===== src/rtl/uart_pkg.sv =====
// Shared types and constants for the UART receive-side scheduler.
package uart_pkg;

  // Capture FSM states of the receive scheduler.
  typedef enum logic [1:0] {
    IDLE     = 2'd0,
    CLEARING = 2'd1,
    WAIT_ARM = 2'd2
  } uart_rx_sched_state_t;

  // Bus word that means "no data" on the CPU read port.
  localparam logic [15:0] UART_EMPTY_WORD = 16'h8000;

  // Width of one received character.
  localparam int UART_BYTE_W = 8;

endpackage


===== src/rtl/uart_byte_fifo.sv =====
// Byte-wide synchronous FIFO with push, pop, flush, occupancy count and
// full/empty flags. A pop on an empty FIFO is ignored; a push into a full
// FIFO only lands when a same-cycle pop makes room. Flush overrides both.
module uart_byte_fifo
  import uart_pkg::*;
#(
  parameter int DEPTH = 16,
  parameter int CW    = $clog2(DEPTH) + 1
) (
  input  logic                   clk,
  input  logic                   rst_n,
  input  logic                   push,
  input  logic [UART_BYTE_W-1:0] push_data,
  input  logic                   pop,
  input  logic                   flush,
  output logic [UART_BYTE_W-1:0] head,
  output logic [CW-1:0]          count,
  output logic                   full,
  output logic                   empty
);

  localparam int AW = $clog2(DEPTH);

  logic [UART_BYTE_W-1:0] mem [DEPTH];
  logic [AW-1:0]          wr_ptr_reg;
  logic [AW-1:0]          rd_ptr_reg;
  logic [CW-1:0]          count_reg;
  logic                   do_push;
  logic                   do_pop;

  assign empty   = (count_reg == '0);
  assign full    = (count_reg == CW'(DEPTH));
  assign do_pop  = pop && !empty;
  assign do_push = push && (!full || do_pop);
  assign count   = count_reg;
  assign head    = mem[rd_ptr_reg];

  // Storage write; a flushed push is discarded.
  always_ff @(posedge clk) begin
    if (do_push && !flush) begin
      mem[wr_ptr_reg] <= push_data;
    end
  end

  // Pointer and occupancy bookkeeping; pointers wrap modulo DEPTH.
  always_ff @(posedge clk or negedge rst_n) begin
    if (!rst_n) begin
      wr_ptr_reg <= '0;
      rd_ptr_reg <= '0;
      count_reg  <= '0;
    end else if (flush) begin
      wr_ptr_reg <= '0;
      rd_ptr_reg <= '0;
      count_reg  <= '0;
    end else begin
      if (do_push) wr_ptr_reg <= wr_ptr_reg + AW'(1);
      if (do_pop)  rd_ptr_reg <= rd_ptr_reg + AW'(1);
      case ({do_push, do_pop})
        2'b10:   count_reg <= count_reg + CW'(1);
        2'b01:   count_reg <= count_reg - CW'(1);
        default: count_reg <= count_reg;
      endcase
    end
  end

endmodule


===== src/rtl/uart_rx_sched.sv =====
// Receive-side controller: captures each completed deserializer byte exactly
// once, re-arms the deserializer with a one-cycle rx_clear pulse, buffers the
// bytes in a FIFO and serves them on a CPU read port (bit 15 set = no data).
// Optional build macro UART_RX_SCHED_ERRCNT_EN adds a saturating dropped-byte
// counter on output err_count.
module uart_rx_sched
  import uart_pkg::*;
#(
  parameter int DEPTH = 16,
  parameter int CW    = $clog2(DEPTH) + 1
) (
  input  logic          clk,
  input  logic          rst_n,
  input  logic [15:0]   rx_out,
  output logic          rx_clear,
  input  logic          rd,
  output logic [15:0]   rd_data,
  input  logic          flush,
  output logic [CW-1:0] count,
  output logic          overrun
`ifdef UART_RX_SCHED_ERRCNT_EN
  ,
  output logic [7:0]    err_count
`endif
);

  uart_rx_sched_state_t   state_reg;
  logic                   rx_clear_reg;
  logic                   overrun_reg;
  logic                   push_req;
  logic                   pop_ok;
  logic                   drop;
  logic                   fifo_full;
  logic                   fifo_empty;
  logic [UART_BYTE_W-1:0] fifo_head;
  logic                   unused_rx_bits;

  // Upper payload bits carry no information; only bit 15 and the byte matter.
  assign unused_rx_bits = ^rx_out[14:8];

  // A new frame is taken only while armed and the deserializer shows data.
  assign push_req = (state_reg == IDLE) && !rx_out[15];
  assign pop_ok   = rd && !fifo_empty;
  // A byte is lost when it arrives at a full FIFO with no pop to make room.
  assign drop     = push_req && fifo_full && !pop_ok && !flush;

  assign rd_data  = fifo_empty ? UART_EMPTY_WORD : {8'd0, fifo_head};
  assign rx_clear = rx_clear_reg;
  assign overrun  = overrun_reg;

  uart_byte_fifo #(
    .DEPTH (DEPTH),
    .CW    (CW)
  ) u_fifo (
    .clk       (clk),
    .rst_n     (rst_n),
    .push      (push_req),
    .push_data (rx_out[UART_BYTE_W-1:0]),
    .pop       (rd),
    .flush     (flush),
    .head      (fifo_head),
    .count     (count),
    .full      (fifo_full),
    .empty     (fifo_empty)
  );

  // Capture FSM: grab, pulse clear, then wait for the deserializer to go idle
  // so a held result word cannot be captured twice.
  always_ff @(posedge clk or negedge rst_n) begin
    if (!rst_n) begin
      state_reg    <= IDLE;
      rx_clear_reg <= 1'b0;
    end else begin
      case (state_reg)
        IDLE: begin
          if (!rx_out[15]) begin
            rx_clear_reg <= 1'b1;
            state_reg    <= CLEARING;
          end
        end
        CLEARING: begin
          rx_clear_reg <= 1'b0;
          state_reg    <= WAIT_ARM;
        end
        WAIT_ARM: begin
          if (rx_out[15]) state_reg <= IDLE;
        end
        default: begin
          rx_clear_reg <= 1'b0;
          state_reg    <= IDLE;
        end
      endcase
    end
  end

  // Sticky overrun flag; flush clears it and takes priority over a drop.
  always_ff @(posedge clk or negedge rst_n) begin
    if (!rst_n) begin
      overrun_reg <= 1'b0;
    end else if (flush) begin
      overrun_reg <= 1'b0;
    end else if (drop) begin
      overrun_reg <= 1'b1;
    end
  end

`ifdef UART_RX_SCHED_ERRCNT_EN
  logic [7:0] err_count_reg;

  assign err_count = err_count_reg;

  // Saturating count of dropped bytes.
  always_ff @(posedge clk or negedge rst_n) begin
    if (!rst_n) begin
      err_count_reg <= 8'd0;
    end else if (flush) begin
      err_count_reg <= 8'd0;
    end else if (drop && (err_count_reg != 8'hFF)) begin
      err_count_reg <= err_count_reg + 8'd1;
    end
  end
`endif

endmodule


===== config.mk =====
export PLATFORM = sky130hd
export DESIGN_NAME = uart_rx_sched
export DESIGN_NICKNAME = d
export VERILOG_FILES = /design/src/rtl/uart_pkg.sv /design/src/rtl/uart_byte_fifo.sv /design/src/rtl/uart_rx_sched.sv
export SDC_FILE = /design/constraint.sdc
export NUM_CORES = 1
export LEC_CHECK = 0
export BUFFER_PORTS_ARGS = -buffer_cell sky130_fd_sc_hd__buf_2
export CORE_MARGIN = 1
export CORE_UTILIZATION = 55
export DETAILED_ROUTE_END_ITERATION = 10
export HOLD_SLACK_MARGIN = 0.1
export PLACE_DENSITY_LB_ADDON = 0.1
export SLEW_MARGIN = 10
export SYNTH_ARGS = -nofsm -noshare
export SYNTH_HDL_FRONTEND = slang
export SYNTH_HIERARCHICAL = 1
export SYNTH_SLANG_ARGS = --single-unit

===== constraint.sdc =====
create_clock -name clk -period 5.3 [get_ports clk]
set_clock_uncertainty 0.05 [all_clocks]
set_input_delay 0.53 -clock clk [delete_from_list [all_inputs] [get_ports clk]]
set_output_delay 0.53 -clock clk [all_outputs]
set_load 0.01 [all_outputs]

==> impl_metrics.csv, run 1 <==
group,metric,value,unit
cts,clk-insertion-delay-late,510,ps
global_route,grt_pass1_wl,17000,um
worst_setup_path,crit_start,"u_fifo/rd_ptr_reg[0]",
timing,max_freq,267,MHz
cts,cts_tree,"yes",
floorplanning,io_pins,43,
worst_setup_path,regToRegStartpoint,"state_reg[0]",
timing,hold_viol,0,
synthesis,syn_inst,323,
global_route,overflow,0,
cts,clk_pin_slew,60,ps
final_layout,layout.nets,387,
drt,routed_wl,11300,um
synthesis,syn_area,0.00608,mm2
drt,firstDrtPassIters,4,
cts,clk_path_buf_depth,2,
final_layout,nFillCells,732,
final_layout,drive_above_1_share,0.264,
global_route,grt_pass1_vias,2966,
worst_setup_path,reg2reg_slack,2330,ps
final_layout,layout_commonest_cell,"edfxtp_1",
global_route,grt_use_total,0.217,
timing,drv_slew,0,
placement,io_buffers,28,
drt,avgRoutedWirePerCell,22.0,um
final_layout,final_cell_area,0.00693,mm2
final_layout,area_delta_synth_final,14.0,%
power_and_ir_drop,peakVddDrop,0.322,mV
worst_setup_path,cp.required,4720,ps
floorplanning,start_util,0.563,
synthesis,yosysSeqAreaShare,0.702,
final_layout,register_area,0.00427,mm2
timing,fin_crit,3750,ps
worst_setup_path,crit_end,"rd_data[5]",
drt,vias,2946,
timing,maxSlewHeadroom,0.184,
cts,cts_sinks,145,
floorplanning,fp.dieH,107,um
timing,worst_pin_slew,1220,ps
final_layout,antennaDiodeCount,0,
status,outcome,"finished clean",
cts,cts-resized-gates,0,
global_route,antenna_found_initial,0,
placement,hpwlAfterDp,6870,um
hold_path,holdCritStartpoint,"rx_out[15]",
worst_setup_path,r2r_end,"u_fifo/mem[6][2]",
drt,first_iter_violations,235,
cts,cts_buffers,17,
worst_setup_path,worstSetupPathType,"flop to primary output",
timing,worst_slack,1550,ps
synthesis,synth.avg_cell_area,18.8,um2
cts,htree_levels,4,
synthesis,yosys_warnings,6,
final_layout,final_cell_mix,"edfxtp_1 (128), nor2_1 (35), mux4_2 (30), buf_2 (28)",
hold_path,hp-class,"input pin to flop",
timing,setup_viol,0,
floorplanning,fp.dieW,107,um
floorplanning,num_rows,38,
placement,dpl_cell_area,0.00629,mm2
synthesis,ys_seq_elements,145,
timing,tns,0,ps
floorplanning,core,0.0108,mm2
power_and_ir_drop,power.leakage,2.38,nW
placement,place_congestion,0.760,
floorplanning,fp.dieArea,0.0115,mm2
worst_setup_path,r2r_cells,5,
global_route,grt_max_degree,36,
worst_setup_path,crit_fanout,22,
synthesis,synthArstFlopShare,0.117,
synthesis,synthDistinctLibCells,36,
drt,ant_nets,0,
final_layout,multi_input_area,0.00164,mm2
timing,period_share,0.707,
cts,cts_setup_buffers,0,
flow_run,cap_violations,0,
synthesis,synth_flop_cell,"edfxtp_1",
final_layout,largest_reg_flops,128,
power_and_ir_drop,powerDensity,474,mW/mm2
synthesis,synth-edff-count,128,
placement,preCtsSetupSlack,2010,ps
drt,vias_per_cell,5.77,
worst_setup_path,cp-start-kind,"flop",
worst_setup_path,crit_arrival,3170,ps
timing,rsz0062_at_grt,"no",
drt,drc_errors,0,
cts,root_buffer,"clkbuf_8",
worst_setup_path,end_kind,"primary output",
## cell families after synthesis
| kind of cell | after synthesis | share of synthesized area |
|---|---|---|
| xor gates and xnor gates | 8 | 0.0115 |
| and+or+nand+nor | 65 | 0.0527 |
| muxes | 45 | 0.163 |
| buffers and inverters | 33 | 0.0315 |
| adders and majority gates | 9 | 0.0198 |
| AOI/OAI and AO/OA | 17 | 0.0189 |
| DFF | 145 | 0.702 |
| other | 1 | 0.000617 |
## cell usage after synthesis (2+ instances only)
library cell  instances  area share
o21ai_0               3      0.0025
nor2b_1               9      0.0093
a21oi_1               6      0.0049
buf_6                 5      0.0093
a21o_1                2      0.0025
mux4_2               30        0.11
buf_4                 8      0.0099
nand2b_1              3      0.0031
nor2_1               35       0.022
mux2i_1               3      0.0049
inv_1                12      0.0074
or3_1                 3      0.0031
nand2_1               8      0.0049
ha_1                  8       0.016
edfxtp_1            128        0.63
mux2_2                2      0.0037
mux4_1               10       0.043
xor2_1                3      0.0043
clkbuf_1              8      0.0049
dfrtp_1              17       0.070
xnor2_1               5      0.0072
## layout make-up
cell class,count,share of cell area
tap,140,0.0253
timing repair buffer,31,0.0238
multi-input combinational,151,0.237
clock buffer,18,0.0603
inverter,12,0.00650
sequential,145,0.616
clock inverter,14,0.0307
## how the worst min path moves through the flow
stage	to	cells after the start
global route	state_reg[0]	3
global placement	u_fifo/count[1]	1
CTS	state_reg[0]	3
detailed placement	u_fifo/count[1]	1
floorplan	overrun	0
finish	state_reg[0]	3
## report_power, final
group          internal (mW)  switching, mW
Combinational          0.326          0.355
Clock                  0.810          0.437
Sequential              1.29         0.0670
Total                   2.43          0.859
## stage by stage
stage | hold WS [ps] | util | cells | power, mW
2_1_floorplan | 184 | - | 329 | 1.89
3_3_place_gp | 422 | 0.583 | 478 | 2.05
3_5_place_dp | 433 | 0.583 | 478 | 2.07
4_1_cts | 233 | 0.642 | 511 | 3.32
5_1_grt | 247 | 0.642 | 511 | 3.43
6_report | 254 | 0.642 | 511 | 3.29
## metal layers
layer	GRT usage	part of all wire	vias up	routed length, um
met3	0.0535	0.074	8	834
met1	0.282	0.39	1529	4440
met2	0.363	0.52	90	5880
met5	0	0	-	0
li1	-	-	1319	-
met4	0.0665	0.0084	0	95
## worst max-delay path, cell delays in order, from the launching register on
cell and delay [ps]:
dfrtp_2 840, buf_4 400, mux4_1 620, mux4_2 470, nor2b_1 140, buf_2 180
## repair_timing
item	in CTS	in global routing
setup endpoints to repair	0	0
hold buffers	1	0
hold endpoints to repair	17	0
Note: power is estimated with default switching activity, not from simulation.
==> inputs of run 2 (changes only) <==
Clock period 5.3 ns to 3.86 ns, I/O delays scaled along.
==> run 2 against run 1 <==
Net effect:
- combinational power increased by 45%
- sequential share of layout area down 0.67 points
- critical path depth is the same
- global-route usage increased by 0.45 points
- via count up 3.3%
- largest power group unchanged
- first-iteration DRC count down 28%
- cell area is 1.1% higher
- die area is the same
- wire length rose by 0.76%
- highest routed layer unchanged
- largest cell class unchanged
- utilization is 0.71 points higher
==> impl_metrics.csv, run 2 (synthesis results as in run 1) <==
group,metric,value,unit
drt,ant_nets,0,
final_layout,final_cell_area,0.00701,mm2
hold_path,hp-class,"input pin to flop",
floorplanning,io_pins,43,
power_and_ir_drop,powerDensity,625,mW/mm2
placement,place_congestion,0.727,
global_route,antenna_found_initial,0,
cts,cts_sinks,145,
drt,drc_errors,0,
timing,maxSlewHeadroom,0.415,
worst_setup_path,r2r_cells,11,
global_route,grt_pass1_vias,3021,
worst_setup_path,cp.required,3420,ps
drt,first_iter_violations,170,
final_layout,final_cell_mix,"edfxtp_1 (128), nor2_1 (35), mux4_2 (30), buf_2 (28), buf_4 (17)",
floorplanning,num_rows,38,
timing,hold_viol,0,
floorplanning,start_util,0.563,
timing,hold_ws,188,ps
power_and_ir_drop,power,4.38,mW
cts,htree_levels,4,
placement,dpl_cell_area,0.00642,mm2
global_route,overflow,0,
power_and_ir_drop,peakVddDrop,0.463,mV
cts,clk-insertion-delay-late,520,ps
cts,clk_path_buf_depth,2,
timing,worst_pin_slew,875,ps
timing,period_share,0.800,
status,outcome,"finished clean",
timing,tns,0,ps
worst_setup_path,worstSetupPathType,"flop to primary output",
global_route,grt_use_total,0.221,
timing,max_freq,324,MHz
timing,drv_slew,0,
timing,setup_viol,0,
final_layout,area_delta_synth_final,15.2,%
floorplanning,fp.dieArea,0.0115,mm2
drt,avgRoutedWirePerCell,21.5,um
cts,cts_buffers,17,
worst_setup_path,cp-start-kind,"flop",
worst_setup_path,crit_fanout,35,
cts,clk_pin_slew,60,ps
cts,root_buffer,"clkbuf_8",
cts,cts_tree,"yes",
final_layout,layout.nets,404,
final_layout,largest_reg_flops,128,
timing,fin_crit,3090,ps
worst_setup_path,crit_arrival,2650,ps
global_route,grt_pass1_wl,17400,um
drt,vias,3044,
drt,vias_per_cell,5.77,
power_and_ir_drop,power.leakage,2.46,nW
worst_setup_path,end_kind,"primary output",
hold_path,hold_depth,1,
drt,firstDrtPassIters,4,
cts,cts-resized-gates,0,
global_route,grt_max_degree,36,
final_layout,antennaDiodeCount,0,
final_layout,drive_above_1_share,0.286,
final_layout,layout_commonest_cell,"edfxtp_1",
floorplanning,core,0.0108,mm2
final_layout,nFillCells,719,
placement,hpwlAfterDp,7420,um
flow_run,cap_violations,0,
floorplanning,fp.dieH,107,um
floorplanning,fp.dieW,107,um
timing,rsz0062_at_grt,"no",
drt,routed_wl,11300,um
placement,io_buffers,28,
run 2: changes by cell type in the layout (fill, tap and decap cells not counted), sizes merged:
| cell | change |
|---|---|
| bufinv | -2 |
| dlygate4sd3 | +1 |
| clkbuf | +1 |
| clkinvlp | -5 |
| clkinv | +6 |
| buf | +16 |
run 2: final cells by class:
cell class              instances  area, um2  share of cell area
flip-flops and latches        145       4270               0.610
clock buffers                  19        422              0.0602
multi-input cells             151       1640               0.235
well taps                     140        175              0.0250
inverters                      12       45.0             0.00643
clock inverters                13        143              0.0204
repair buffers                 48        308              0.0439
run 2: path summary, 6_finish.rpt:
kind	startpoint	endpoint	slack, ps
min in group asynchronous	rst_n	rx_clear	280
worst max-delay path	u_fifo/rd_ptr_reg[0]	rd_data[0]	770
worst min register to register	state_reg[0]	rx_clear	480
worst max register to register	state_reg[0]	u_fifo/count[4]	890
max in group asynchronous	rst_n	u_fifo/rd_ptr_reg[0]	3190
worst min-delay path	rx_out[4]	u_fifo/mem[4][4]	190
run 2: per-layer routing:
metal / wire (um) / track usage / vias up
li1: - / - / 1359
met1: 4590 / 0.281 / 1590
met2: 6010 / 0.365 / 88
met3: 637 / 0.0663 / 7
met4: 95 / 0.0753 / 0
met5: 0 / 0 / -
run 2: power breakdown:
group	total (mW)	internal, mW	switching, mW
registers	1.84	1.78	0.0603
logic	0.986	0.461	0.525
clock network	1.55	0.972	0.581
run 2: per-stage QoR:
stage	setup slack, ps	utilization	cells
floorplan	1310	-	329
global placement	983	0.595	494
detailed placement	915	0.595	494
CTS	713	0.649	528
global route	639	0.649	528
finish	773	0.649	528
run 2: worst max-delay path, cell delays in order, from the launching register on:
cell	delay, ps
dfrtp_2	370
buf_12	270
mux4_1	620
mux4_2	510
nor2b_1	150
buf_2	180
run 2: timing repair:
item | in CTS | in global routing
hold buffers | 2 | 0
endpoints found under the setup margin | 0 | 0
setup buffers | 0 | 0
endpoints found under the hold margin | 18 | 0
